[config.mk]
export PLATFORM = sky130hd
export DESIGN_NAME = han_fan_i2c_arbiter
export DESIGN_NICKNAME = d
export VERILOG_FILES = /design/src/rtl/han_fan_i2c_arbiter.sv
export SDC_FILE = /design/constraint.sdc
export NUM_CORES = 1
export LEC_CHECK = 0
export BUFFER_PORTS_ARGS = -buffer_cell sky130_fd_sc_hd__buf_2
export CORE_ASPECT_RATIO = 2
export CORE_MARGIN = 5
export CORE_UTILIZATION = 49
export CTS_BUF_LIST = sky130_fd_sc_hd__clkbuf_4
export DETAILED_ROUTE_END_ITERATION = 12
export PLACE_DENSITY = 0.72
export SLEW_MARGIN = 5
export SYNTH_ARGS = -nofsm -noshare
export SYNTH_HDL_FRONTEND = slang
export SYNTH_SLANG_ARGS = --single-unit
[constraint.sdc]
create_clock -name clk_50Mhz -period 3.1 [get_ports clk_50Mhz]
set_input_delay 0.775 -clock clk_50Mhz [delete_from_list [all_inputs] [get_ports clk_50Mhz]]
set_output_delay 0.775 -clock clk_50Mhz [all_outputs]
set_load 0.02 [all_outputs]
[src/rtl/han_fan_i2c_arbiter.sv]
// Two-requester round-robin arbiter in front of an I2C byte engine.
// Adds a per-transaction timeout and a bus-free gap after every transaction.
module han_fan_i2c_arbiter #(
  parameter int unsigned TIMEOUT_CYCLES = 2500000,
  parameter int unsigned GAP_CYCLES     = 250
) (
  input  logic        clk_50Mhz,
  input  logic        reset_n,
  input  logic [1:0]  req,
  input  logic [1:0]  req_rnw,
  input  logic [13:0] req_dev,
  input  logic [15:0] req_reg,
  input  logic [15:0] req_wdata,
  output logic [1:0]  gnt,
  output logic [1:0]  done,
  output logic        err,
  output logic [7:0]  rdata,
  output logic        busy,
  output logic        eng_start,
  output logic        eng_rnw,
  output logic [6:0]  eng_dev,
  output logic [7:0]  eng_reg,
  output logic [7:0]  eng_wdata,
  output logic        eng_abort,
  input  logic        eng_done,
  input  logic        eng_err,
  input  logic [7:0]  eng_rdata
);

  localparam int unsigned TW = $clog2(TIMEOUT_CYCLES + 1);
  localparam int unsigned GW = $clog2(GAP_CYCLES + 1);
  localparam logic [TW-1:0] ToLast = TW'(TIMEOUT_CYCLES - 1);
  localparam logic [GW-1:0] GapLast = GW'((GAP_CYCLES > 0) ? GAP_CYCLES - 1 : 0);

  typedef enum logic [1:0] {StIdle, StIssue, StWait, StGap} state_e;

  state_e          state_q, state_d;
  logic            winner_q, winner_d;
  logic            last_q, last_d;
  logic [TW-1:0]   to_cnt_q, to_cnt_d;
  logic [GW-1:0]   gap_cnt_q, gap_cnt_d;
  logic [1:0]      done_q, done_d;
  logic            err_q, err_d;
  logic [7:0]      rdata_q, rdata_d;
  logic            rnw_q, rnw_d;
  logic [6:0]      dev_q, dev_d;
  logic [7:0]      reg_q, reg_d;
  logic [7:0]      wdata_q, wdata_d;
  logic            sel;

  // Under contention the requester not served last wins.
  assign sel = (req == 2'b11) ? ~last_q : req[1];

  always_comb begin
    state_d   = state_q;
    winner_d  = winner_q;
    last_d    = last_q;
    to_cnt_d  = to_cnt_q;
    gap_cnt_d = gap_cnt_q;
    done_d    = 2'b00;
    err_d     = err_q;
    rdata_d   = rdata_q;
    rnw_d     = rnw_q;
    dev_d     = dev_q;
    reg_d     = reg_q;
    wdata_d   = wdata_q;
    eng_abort = 1'b0;

    unique case (state_q)
      StIdle: begin
        if (|req) begin
          winner_d = sel;
          rnw_d    = req_rnw[sel];
          dev_d    = sel ? req_dev[13:7] : req_dev[6:0];
          reg_d    = sel ? req_reg[15:8] : req_reg[7:0];
          wdata_d  = sel ? req_wdata[15:8] : req_wdata[7:0];
          state_d  = StIssue;
        end
      end
      StIssue: begin
        to_cnt_d = '0;
        state_d  = StWait;
      end
      StWait: begin
        if (eng_done) begin
          done_d[winner_q] = 1'b1;
          err_d            = eng_err;
          rdata_d          = eng_rdata;
          last_d           = winner_q;
          gap_cnt_d        = '0;
          state_d          = StGap;
        end else if (to_cnt_q == ToLast) begin
          // Abort the engine now; the failed completion is reported next cycle.
          eng_abort        = 1'b1;
          done_d[winner_q] = 1'b1;
          err_d            = 1'b1;
          rdata_d          = 8'h00;
          last_d           = winner_q;
          gap_cnt_d        = '0;
          state_d          = StGap;
        end else if (to_cnt_q != '1) begin
          to_cnt_d = to_cnt_q + 1'b1;
        end
      end
      StGap: begin
        if (gap_cnt_q >= GapLast) begin
          state_d = StIdle;
        end else if (gap_cnt_q != '1) begin
          gap_cnt_d = gap_cnt_q + 1'b1;
        end
      end
      default: state_d = StIdle;
    endcase
  end

  always_ff @(posedge clk_50Mhz or negedge reset_n) begin
    if (!reset_n) begin
      state_q   <= StIdle;
      winner_q  <= 1'b0;
      last_q    <= 1'b1;
      to_cnt_q  <= '0;
      gap_cnt_q <= '0;
      done_q    <= 2'b00;
      err_q     <= 1'b0;
      rdata_q   <= 8'h00;
      rnw_q     <= 1'b0;
      dev_q     <= 7'h00;
      reg_q     <= 8'h00;
      wdata_q   <= 8'h00;
    end else begin
      state_q   <= state_d;
      winner_q  <= winner_d;
      last_q    <= last_d;
      to_cnt_q  <= to_cnt_d;
      gap_cnt_q <= gap_cnt_d;
      done_q    <= done_d;
      err_q     <= err_d;
      rdata_q   <= rdata_d;
      rnw_q     <= rnw_d;
      dev_q     <= dev_d;
      reg_q     <= reg_d;
      wdata_q   <= wdata_d;
    end
  end

  assign gnt       = (state_q == StIssue || state_q == StWait) ?
                     (winner_q ? 2'b10 : 2'b01) : 2'b00;
  assign done      = done_q;
  assign err       = err_q;
  assign rdata     = rdata_q;
  assign busy      = (state_q != StIdle);
  assign eng_start = (state_q == StIssue);
  assign eng_rnw   = rnw_q;
  assign eng_dev   = dev_q;
  assign eng_reg   = reg_q;
  assign eng_wdata = wdata_q;

endmodule

After elaboration in Yosys (flattened, before gate mapping)
Cells that the tools add are included.
{ "totals": {"register_bits": 69, "latch_bits": 0, "ram_bits": 0, "romBits": 0, "mem_count": 0} }
{ "classes": {"n_addsub": 2, "multipliers": 0, "div_mod_pow": 0, "magnitude_cmp": 4, "n_eq_ne": 15, "shift": 0, "mux": 35, "bitwise_logic": 1, "reduce_logical": 13} }
{ "ops": {"columns": ["operator", "count"], "rows": [
  ["$mux W22", 3],
  ["$mux W8", 7],
  ["$pmux W22 S2", 1],
  ["$add A22 B1 Y22 const B", 1],
  ["$eq A22 B22 Y1 const B", 1],
  ["$ne A22 B22 Y1 const B", 1],
  ["$mux W2", 9],
  ["$pmux W8 S2", 1],
  ["$ne A2 B2 Y1 const B", 7],
  ["$mux W1", 11],
  ["$add A8 B1 Y8 const B", 1],
  ["$ge A8 B8 Y1 const B", 1],
  ["$ne A8 B8 Y1 const B", 1],
  ["$pmux W2 S4", 1],
  ["$reduce_and A4 Y1", 2],
  ["$reduce_bool A2 Y1", 4],
  ["$mux W7", 1],
  ["$eq A2 B2 Y1 const B", 3],
  ["$lt A1 B2 Y1 const B", 2],
  ["$reduce_and A2 Y1", 2],
  ["$ne A3 B3 Y1 const B", 1],
  ["$reduce_and A3 Y1", 1],
  ["$eq A2 B1 Y1 const B", 1],
  ["$logic_not A2 Y1", 1],
  ["6 further kinds", 6]
]} }

Depth between registers and ports, before layout
Gate-level depths: netlist of run 1.
{ "logic_depth": {"depth_word": 7, "mapped_depth": 9, "depth_no_buf": 8} }

Least setup slack after synthesis of run 1
Ideal clock, no wire load.
{ "synth_path": {"path_type": "reg-to-reg", "startpoint": "register to_cnt_q[0]", "endpoint": "register to_cnt_q[1]", "arrival_time_ns": 2.180, "required_time_ns": 2.974, "setup_slack_ns": 0.794, "stages_incl_launch_ff": 8, "synth_period_minus_slack_ns": 2.306, "path_cell_list": "dfrtp_1 > ha_1 > nand2_1 > or4_1 > or4_4 > buf_6 > and2_4 > a221o_1"} }
{ "synth_between": {"elab_chain_len": 5, "elab_cells_between_ends": 10, "cone_classes": "add/sub (1); eq/ne (4); mux (4); reduce/logical (1)"} }
{ "synth_lines": {"columns": ["element", "line", "text"], "rows": [
  ["from (decl)", "40", "logic [TW-1:0] to_cnt_q, to_cnt_d;"],
  ["from (signal assigned)", "134", "to_cnt_q <= to_cnt_d;"],
  ["$add A22 B1 Y22", "102", "to_cnt_d = to_cnt_q + 1'b1;"],
  ["$mux W22", "101", "end else if (to_cnt_q != '1) begin"],
  ["$mux W22", "92", "end else if (to_cnt_q == ToLast) begin"],
  ["$mux W22", "85", "if (eng_done) begin"],
  ["$pmux W22 S2", "69", "unique case (state_q)"]
]} }
Parallel ways exist; a longest one is shown, timed or not. The select of a mux whose other input is x is not followed.
A chain may end at the register's enable or synchronous reset.

Worst setup path after layout of run 1
{ "layout_path": {"startpoint": "register to_cnt_q[0]", "endpoint": "output port eng_abort"} }
{ "layout_between": {"elab_chain_len": 4} }
{ "layout_lines": {"columns": ["element", "line", "text"], "rows": [
  ["$eq A22 B22 Y1", "92", null],
  ["$mux W1", "92", null],
  ["$mux W1", "85", null],
  ["$mux W1", "69", null],
  ["to (decl)", "24", "output logic eng_abort,"]
]} }
Every way passes these cells.

==> qor.txt, run 1 <==
Via-to-Cell Ratio: 5.727
Worst-path clk slew: 110 ps
Max-Cap Viols: 0
Int Power: 2.090 mW
first drt pass iteration count: 4
core box area: 7212 sq um
Yosys cell types: 53
sequential-to-total area share from yosys stat: 48.03%
CTS Buf Count: 9
critical path data arrival time: 1940 ps
simple-gate area share of the yosys netlist: 18.89%
TritonCTS Sinks: 69
detailed placer's ending HPWL: 6981 um
mapped cell area: 3597 sq um
synth cell count leaders: dfrtp_1 (68), nand2_1 (45), o21ai_0 (42)
DR iter-0 viols: 206
Synth Flop Type: dfrtp_1
top post-synthesis cells by area: dfrtp_1 (47%), mux2i_1 (8.3%), o21ai_0 (5.8%), nand2_1 (4.7%), nand3_1 (3.1%)
CP Class: register to output port
Antenna Nets Post-Route: 0
FF+latch count, synth: 69
worst reg2reg path depth: 7
WL final: 9106 um
unrepaired setup endpoints after global routing: no
row count: 44
largest net degree at the start of global routing: 44
Final nets: 538
io pins: 102
ys async rst share: 100.0%
top cell type's share of synthesized area: 47.30%
cell count after synthesis: 371
Post-Synth XOR/XNOR Area: 0%
post-synthesis mux area share: 8.661%
Final setup viols: 0
H-tree depth: 3
worst-path maximum fanout: 6
vias in the first global route: 3358
fin cells: 565
Avg Inst Size Synth: 9.696 sq um
worst setup slack after layout: 382.5 ps
global-route wire length before repair: 15400 um
Pwr Density: 836.3 nW/um^2
clk_skew: 16.55 ps
Tmin final: 2718 ps
Post-DP Area: 4192 sq um
PortBufs: 101
largest register by flop count: to_cnt_q
worst skew pair latency: 420 ps
hold buffer count at CTS: 0
outcome: completed
die width: 70.59 um
sequential cell area: 1728 sq um
worst vdd ir: 0.5345 mV
Inst Count DP: 549
critical path startpoint category: register
Synth Area in Adders: 2.783%
final hold viol count: 0
Vias: 3236
share of cells above drive strength 1: 28.33%
pre-CTS setup slack: 480.1 ps
final core occ: 60.36%
ANT cells: 0
post-CTS setup buffer count: 0
Longest Clk Path Bufs: 2
maximum clock rate: 368.0 MHz
largest area contributor in the synthesized netlist: dfrtp_1
Placer Congestion: 0.9051
setup TNS: 0 ps
count leader, synth: dfrtp_1
Final Max Tran Viols: 0
DIE AREA: 9259 sq um
leakage power figure: 2.124 nW
Critical Path End Type: output port
Clock Root Buffer: clkbuf_4
worst min path class: input pin to asynchronous set/reset pin
GRT overflow: 0
slew margin rel.: 57.92%
part of the power in registers: 37.1%
Power Total: 3.641 mW
TritonCTS clock tree: yes
post-CTS resize count: 0
syn nets: 441
WP data required: 2320 ps
fillers: 637
Post-synth EDFFs: 0
initial antenna violation count: 0
Worst Hold Margin: 358.1 ps
post-synthesis compound-gate area fraction: 17.43%
Final period util: 87.66%
Tightest Pin Transition: 631.3 ps
Die Height: 131.2 um
synth warn: 0
Switching Share: 42.58%
Net Sw Power: 1.550 mW
Multi-input gate area: 1733 sq um
DRC: 0
combinational share of power: 44.5%
Avg WL per Cell: 16.12 um
starting density of the core: 49.88%
total track usage: 20.60%
P&R area growth vs syn: 21.01%
largest family of logic cells by synthesized area: simple AND/OR/NAND/NOR gates
fin area: 4353 sq um
Clock Power Share: 18.4%
number of flip-flops in the largest register: 22
## cells by family after synthesis
group	after synthesis
buffers and inverters	35
AND/OR/NAND/NOR	132
flip-flops	69
adder cells (fa/ha/maj)	8
multiplexers	31
AO/OA/AOI/OAI	96
## final timing paths
check	startpoint	to	slack (ps)
max	to_cnt_q[0]	eng_abort	380
min	reset_n	to_cnt_q[8]	360
max reg2reg	to_cnt_q[0]	gap_cnt_q[5]	440
min reg2reg	eng_dev[1]	eng_dev[1]	490
max in group asynchronous	reset_n	last_q	2040
min in group clk_50Mhz	eng_dev[1]	eng_dev[1]	490
## worst max-delay path: stages (launching register included)
cell	delay (ps)
dfrtp_1	420
ha_1	270
nand3_1	120
or2_2	340
nor3_1	190
buf_2	190
## metal layers
metal | share of wire (%) | GRT usage, % | vias to the layer above
met5 | 0 | 0 | -
met4 | 4.1 | 11.09 | 0
met3 | 4.7 | 4.664 | 32
met2 | 56 | 37.53 | 116
met1 | 35 | 21.21 | 1534
li1 | - | - | 1554
## cell type report
class,instances,share of cell area (%)
inverters,14,1.207
multi-input cells,267,39.81
repair buffers,107,12.93
flip-flops and latches,69,39.70
well taps,92,2.644
clock inverters,6,1.983
clock buffers,10,1.725
## placed cells by master (no fill, tap or decap), types with 8 or more instances in the layout
master	instances
a21oi_1	8
a22o_1	9
a31oi_1	8
buf_2	101
clkbuf_4	10
dfrtp_1	68
ha_1	8
inv_1	13
mux2i_1	30
nand2_1	45
nand3_1	22
nand4_1	11
nor2_1	14
o21ai_0	41
## power by group through the flow
stage	clock, mW	combinational [mW]	sequential (mW)
global placement	0	1.59	1.36
finish	0.668	1.62	1.35
detailed placement	0	1.64	1.36
global route	0.726	1.78	1.39
CTS	0.687	1.64	1.35
floorplan	0	0.852	1.60
(Power assumes the default switching activity.)
==> inputs of run 2 (changes only) <==
--- a/config.mk
+++ b/config.mk
@@ -5,13 +5,13 @@
 export SDC_FILE = /design/constraint.sdc
 export NUM_CORES = 1
 export LEC_CHECK = 0
-export BUFFER_PORTS_ARGS = -buffer_cell sky130_fd_sc_hd__buf_2
-export CORE_ASPECT_RATIO = 2
+export ABC_AREA = 1
+export BUFFER_PORTS_ARGS = -buffer_cell sky130_fd_sc_hd__buf_4
 export CORE_MARGIN = 5
 export CORE_UTILIZATION = 49
 export CTS_BUF_LIST = sky130_fd_sc_hd__clkbuf_4
 export DETAILED_ROUTE_END_ITERATION = 12
-export PLACE_DENSITY = 0.72
+export PLACE_DENSITY = 0.71
 export SLEW_MARGIN = 5
 export SYNTH_ARGS = -nofsm -noshare
 export SYNTH_HDL_FRONTEND = slang
==> qor.txt, run 2 <==
simple-gate area share of the yosys netlist: 31.79% (was 18.89%)
leakage power figure: 2.246 nW (was 2.124 nW)
Switching Share: 44.64% (was 42.58%)
Avg Inst Size Synth: 7.169 sq um (was 9.696 sq um)
combinational share of power: 48.2% (was 44.5%)
DRC: 0 (unchanged)
largest net degree at the start of global routing: 70 (was 44)
WP data required: 2320 ps (about the same)
TritonCTS Sinks: 69 (unchanged)
commonest non-fill, non-tap cells in the layout: nand2_1 (169), buf_4 (106), nor2_1 (79) (was buf_2 (101), dfrtp_1 (68), nand2_1 (45))
critical path data arrival time: 2050 ps (was 1940 ps)
Max-Cap Viols: 0 (unchanged)
worst reg2reg path depth: 10 (was 7)
Critical Path End Type: output port (unchanged)
post-CTS resize count: 0 (unchanged)
Synth Area in Adders: 2.567% (was 2.783%)
worst skew pair latency: 410 ps (was 420 ps)
Post-synth EDFFs: 0 (unchanged)
Synth Flop Type: dfrtp_1 (unchanged)
Slowest-stage cell, CP: dfrtp_1 (unchanged)
io pins: 102 (unchanged)
WL final: 10590 um (was 9106 um)
Longest Clk Path Bufs: 2 (unchanged)
Via-to-Cell Ratio: 5.112 (was 5.727)
Pwr Density: 766.9 nW/um^2 (was 836.3 nW/um^2)
vias in the first global route: 4045 (was 3358)
Net Sw Power: 1.662 mW (was 1.550 mW)
part of the power in registers: 36.2% (was 37.1%)
Crit. Startpoint: state_q[0] (was to_cnt_q[0])
hold buffer count at CTS: 0 (unchanged)
DR iter-0 viols: 96 (was 206)
Clock Root Buffer: clkbuf_4 (unchanged)
Tmin final: 2827 ps (was 2718 ps)
synth cell count leaders: nand2_1 (169), nor2_1 (79), dfrtp_1 (68) (was dfrtp_1 (68), nand2_1 (45), o21ai_0 (42))
DIE AREA: 9844 sq um (was 9259 sq um)
Final Max Tran Viols: 0 (unchanged)
ys async rst share: 100.0% (unchanged)
Final nets: 713 (was 538)
Critical Path Most Common Cell: inv_1
FF+latch count, synth: 69 (unchanged)
Tightest Pin Transition: 862.8 ps (was 631.3 ps)
slew margin rel.: 42.48% (was 57.92%)
worst vdd ir: 0.4099 mV (was 0.5345 mV)
post-synthesis mux area share: 0% (was 8.661%)
worst min path class: input pin to asynchronous set/reset pin (unchanged)
starting density of the core: 50.47% (was 49.88%)
count leader, synth: nand2_1 (was dfrtp_1)
syn nets: 614 (was 441)
worst-path maximum fanout: 13 (was 6)
global-route wire length before repair: 18380 um (was 15400 um)
post-CTS setup buffer count: 0 (unchanged)
P&R area growth vs syn: 24.48% (was 21.01%)
internal reg-to-reg setup slack: 880 ps (was 440 ps)
largest register by flop count: to_cnt_q (unchanged)
PortBufs: 101 (unchanged)
maximum clock rate: 353.7 MHz (was 368.0 MHz)
cell family with most CP delay: simple AND/OR/NAND/NOR gates (unchanged)
fillers: 729 (was 637)
mapped cell area: 3900 sq um (was 3597 sq um)
reg2reg end: to_cnt_q[0] (was gap_cnt_q[5])
die width: 99.22 um (was 70.59 um)
Post-Synth XOR/XNOR Area: 1.123% (was 0%)
Die Height: 99.22 um (was 131.2 um)
CP Class: register to output port (unchanged)
row count: 32 (was 44)
Clock Power Share: 15.6% (was 18.4%)
commonest non-fill, non-tap cell in the layout: nand2_1 (was buf_2)
ANT cells: 0 (unchanged)
post-synthesis compound-gate area fraction: 13.28% (was 17.43%)
Buf/Inv on CP: 4 (was 1)
critical path's largest stage delay: 430 ps (was 420 ps)
Worst Hold Margin: 457.4 ps (was 358.1 ps)
Final setup viols: 0 (unchanged)
number of flip-flops in the largest register: 22 (unchanged)
Antenna Nets Post-Route: 0 (unchanged)
core box area: 7727 sq um (was 7212 sq um)
clk_skew: 13.99 ps (was 16.55 ps)
largest area contributor in the synthesized netlist: dfrtp_1 (unchanged)
unrepaired setup endpoints after global routing: no (unchanged)
Int Power: 2.061 mW (was 2.090 mW)
Yosys cell types: 28 (was 53)
crit-path cells: inv_1, ha_2, inv_1, nor2_1, inv_1, nor4_1, buf_4 (was ha_1, nand3_1, or2_2, nor3_1, buf_2)
cell depth of the worst setup path: 7 (was 5)
top cell type's share of synthesized area: 43.63% (was 47.30%)
share of cells above drive strength 1: 22.07% (was 28.33%)
top post-synthesis cells by area: dfrtp_1 (44%), nand2_1 (16%), o21ai_0 (8.6%), nor2_1 (7.6%), nand3_1 (4.1%) (was dfrtp_1 (47%), mux2i_1 (8.3%), o21ai_0 (5.8%), nand2_1 (4.7%), nand3_1 (3.1%))
setup TNS: 0 ps (unchanged)
Worst-path clk slew: 120 ps (was 110 ps)
initial antenna violation count: 0 (unchanged)
sequential-to-total area share from yosys stat: 44.31% (was 48.03%)
H-tree depth: 3 (unchanged)
RR Startpoint: to_cnt_q[0] (unchanged)
cell count after synthesis: 544 (was 371)
Vias: 3834 (was 3236)
critical path startpoint category: register (unchanged)
Final period util: 91.19% (was 87.66%)
final core occ: 62.82% (was 60.36%)
GRT overflow: 0 (unchanged)
final hold viol count: 0 (unchanged)
first drt pass iteration count: 6 (was 4)
Avg WL per Cell: 14.13 um (was 16.12 um)
TritonCTS clock tree: yes (unchanged)
Placer Congestion: 0.9307 (was 0.9051)
detailed placer's ending HPWL: 7985 um (was 6981 um)
CTS Buf Count: 9 (unchanged)
largest family of logic cells by synthesized area: simple AND/OR/NAND/NOR gates (unchanged)
CP endpoint: eng_abort (unchanged)
synth warn: 0 (unchanged)
outcome: completed (unchanged)
total track usage: 22.92% (was 20.60%)
==> run 2: cell families (layout without fill, tap and decap cells) <==
group,count (synthesis),after routing
AO/OA/AOI/OAI,98,98
XOR/XNOR,5,5
adder cells (fa/ha/maj),8,8
buffers and inverters,62,166
flip-flops,69,69
AND/OR/NAND/NOR,302,302
==> run 2: layout make-up <==
type	instances	area, sq um	area share (%)
Clock inverter	7	66.31	1.366
Multi-Input combinational cell	413	1904	39.23
Clock buffer	9	67.56	1.392
Tap cell	102	127.6	2.629
Sequential cell	69	1728	35.59
Inverter	44	165.2	3.402
Timing Repair Buffer	106	795.8	16.39
==> run 2: power by group through the flow <==
stage,clock [mW],combinational (mW),sequential [mW]
global placement,0,1.79,1.35
CTS,0.599,1.82,1.35
finish,0.582,1.79,1.35
detailed placement,0,1.83,1.36
global route,0.639,2.02,1.39
floorplan,0,0.900,1.60
==> run 2: how the worst min path moves through the flow <==
stage / endpoint / slack (ps) / depth (start not counted)
after floorplan: last_q / 440 / 2
after global placement: last_q / 450 / 2
after detailed placement: rdata[3] / 460 / 2
after CTS: gap_cnt_q[0] / 490 / 1
after global routing: last_q / 510 / 2
final: to_cnt_q[5] / 460 / 1
==> run 2: metrics by stage <==
stage,worst slack [ps],instance area [sq um],cells,total power [mW]
2_1_floorplan,601.8,3900,544,2.500
3_3_place_gp,638.8,4718,734,3.143
3_5_place_dp,575.7,4718,734,3.181
4_1_cts,106.3,4852,750,3.769
5_1_grt,123.4,4855,750,4.053
6_report,273.0,4855,750,3.723
==> run 2: routing by layer <==
metal	routed length [um]	GRT usage, %	share of wire [%]
met1	4262	26.51	40
met2	5113	38.38	48
met3	921	7.574	8.7
met4	297	10.71	2.8
met5	0	0	0
==> inputs of run 3 (changes only) <==
--- a/config.mk
+++ b/config.mk
@@ -6,12 +6,12 @@
 export NUM_CORES = 1
 export LEC_CHECK = 0
 export ABC_AREA = 1
-export BUFFER_PORTS_ARGS = -buffer_cell sky130_fd_sc_hd__buf_4
 export CORE_MARGIN = 5
 export CORE_UTILIZATION = 49
 export CTS_BUF_LIST = sky130_fd_sc_hd__clkbuf_4
 export DETAILED_ROUTE_END_ITERATION = 12
-export PLACE_DENSITY = 0.71
+export DONT_BUFFER_PORTS = 1
+export PLACE_DENSITY = 0.6
 export SLEW_MARGIN = 5
 export SYNTH_ARGS = -nofsm -noshare
 export SYNTH_HDL_FRONTEND = slang
==> qor.txt, run 3 (same netlist as run 2, synthesis figures left out) <==
commonest non-fill, non-tap cell in the layout: nand2_1 (unchanged)
Switching Share: 45.43% (was 44.64%)
TritonCTS Sinks: 69 (unchanged)
starting density of the core: 50.47% (unchanged)
share of cells above drive strength 1: 8.333% (was 22.07%)
total track usage: 20.48% (was 22.92%)
Final Max Tran Viols: 0 (unchanged)
Int Power: 1.888 mW (was 2.061 mW)
final hold viol count: 0 (unchanged)
Longest Clk Path Bufs: 2 (unchanged)
number of flip-flops in the largest register: 22 (unchanged)
first drt pass iteration count: 5 (was 6)
io pins: 102 (unchanged)
Multi-input gate area: 1904 sq um (unchanged)
combinational share of power: 30.3% (was 48.2%)
Die Height: 99.22 um (unchanged)
fin area: 4212 sq um (was 4855 sq um)
Placer Congestion: 0.9030 (was 0.9307)
fillers: 765 (was 729)
Final setup viols: 0 (unchanged)
largest register by flop count: to_cnt_q (unchanged)
critical path data arrival time: 2010 ps (was 2050 ps)
vias in the first global route: 3442 (was 4045)
largest net degree at the start of global routing: 45 (was 70)
TritonCTS clock tree: yes (unchanged)
DRC: 0 (unchanged)
worst setup slack after layout: 317.8 ps (was 273.0 ps)
die width: 99.22 um (unchanged)
Critical Path End Type: output port (unchanged)
Net Sw Power: 1.572 mW (was 1.662 mW)
setup TNS: 0 ps (unchanged)
Vias: 3445 (was 3834)
WL final: 9598 um (was 10590 um)
post-CTS setup buffer count: 0 (unchanged)
Tightest Pin Transition: 558.8 ps (was 862.8 ps)
GRT overflow: 0 (unchanged)
part of the power in registers: 47.9% (was 36.2%)
P&R area growth vs syn: 7.988% (was 24.48%)
initial antenna violation count: 0 (unchanged)
Clock Root Buffer: clkbuf_4 (unchanged)
global-route wire length before repair: 16390 um (was 18380 um)
worst-path maximum fanout: 13 (unchanged)
Via-to-Cell Ratio: 5.268 (was 5.112)
Final period util: 89.75% (was 91.19%)
worst skew pair latency: 420 ps (was 410 ps)
WP data required: 2320 ps (about the same)
Antenna Nets Post-Route: 0 (unchanged)
Final nets: 617 (was 713)
Avg WL per Cell: 14.68 um (was 14.13 um)
CTS Buf Count: 9 (unchanged)
DIE AREA: 9844 sq um (unchanged)
worst min path class: input pin to asynchronous set/reset pin (unchanged)
CP Class: register to output port (unchanged)
Power Total: 3.459 mW (was 3.723 mW)
internal reg-to-reg setup slack: 890 ps (was 880 ps)
RR Startpoint: state_q[0] (was to_cnt_q[0])
clk_skew: 20.04 ps (was 13.99 ps)
slew margin rel.: 62.71% (was 42.48%)
ANT cells: 0 (unchanged)
H-tree depth: 3 (unchanged)
sequential cell area: 1728 sq um (unchanged)
Post-DP Area: 3968 sq um (was 4718 sq um)
unrepaired setup endpoints after global routing: no (unchanged)
outcome: completed (unchanged)
maximum clock rate: 359.4 MHz (was 353.7 MHz)
Crit. Startpoint: state_q[0] (unchanged)
Pwr Density: 821.4 nW/um^2 (was 766.9 nW/um^2)
Tmin final: 2782 ps (was 2827 ps)
Worst Hold Margin: 48.41 ps (was 457.4 ps)
critical path startpoint category: register (unchanged)
row count: 32 (unchanged)
DR iter-0 viols: 147 (was 96)
Max-Cap Viols: 0 (unchanged)
detailed placer's ending HPWL: 6882 um (was 7985 um)
Clock Power Share: 21.8% (was 15.6%)
leakage power figure: 1.810 nW (was 2.246 nW)
worst reg2reg path depth: 9 (was 10)
commonest non-fill, non-tap cells in the layout: nand2_1 (169), nor2_1 (79), dfrtp_1 (68) (was nand2_1 (169), buf_4 (106), nor2_1 (79))
PortBufs: 0 (was 101)
core box area: 7727 sq um (unchanged)
worst vdd ir: 0.4261 mV (was 0.4099 mV)
reg2reg end: to_cnt_q[11] (was to_cnt_q[0])
Worst-path clk slew: 120 ps (about the same)
pre-CTS setup slack: 628.2 ps (was 575.7 ps)
[run 3: cell count changes in the layout (fill, tap and decap cells not counted), sizes merged]
cell and delta:
clkinvlp -1, dlygate4sd3 +3, bufinv +2, buf -99, clkinv -1
[run 3: how the worst max path moves through the flow]
stage / end
finish: eng_abort
global route: eng_abort
CTS: eng_abort
detailed placement: eng_abort
global placement: eng_abort
floorplan: eng_abort
[run 3: final cells by class]
cell class | count | area share, %
multi-input combinational | 413 | 45.22
sequential | 69 | 41.03
timing repair buffer | 10 | 2.258
clock inverter | 7 | 2.941
inverter | 44 | 3.922
tap | 102 | 3.030
clock buffer | 9 | 1.604
[run 3: critical path, cell delays in order, from the launching register on]
cell and delay, ps:
dfrtp_1 430, inv_1 100, ha_2 320, inv_1 80, nor2_1 150, inv_1 60
nor4_1 260, buf_4 190
[run 3: power by group through the flow]
stage	clock network, mW	logic (mW)	registers [mW]
6_report	0.753	1.05	1.66
5_1_grt	0.823	1.23	1.69
4_1_cts	0.779	1.06	1.66
3_5_place_dp	0	1.05	1.67
3_3_place_gp	0	1.01	1.67
2_1_floorplan	0	0.900	1.60
[run 3: through the flow]
| step | utilization, % | instances |
|---|---|---|
| final | 54.50 | 654 |
| after global routing | 54.50 | 654 |
| after detailed placement | 51.34 | 634 |
| after CTS | 54.34 | 653 |
| after global placement | 51.34 | 634 |
| after floorplan | - | 544 |
[run 3: layer usage]
| layer | vias to the layer above | routed length [um] | global-route usage [%] |
|---|---|---|---|
| li1 | 1758 | - | - |
| met4 | 0 | 82 | 5.672 |
| met5 | - | 0 | 0 |
| met3 | 9 | 635 | 5.330 |
| met1 | 1571 | 4176 | 25.57 |
| met2 | 107 | 4702 | 35.07 |
[run 3: repair_timing]
item / 4_1_cts / 5_1_grt
resized for setup: 0 / 1
hold buffers: 3 / 1
endpoints found under the hold margin: 26 / 9
setup endpoints to repair: 0 / 1
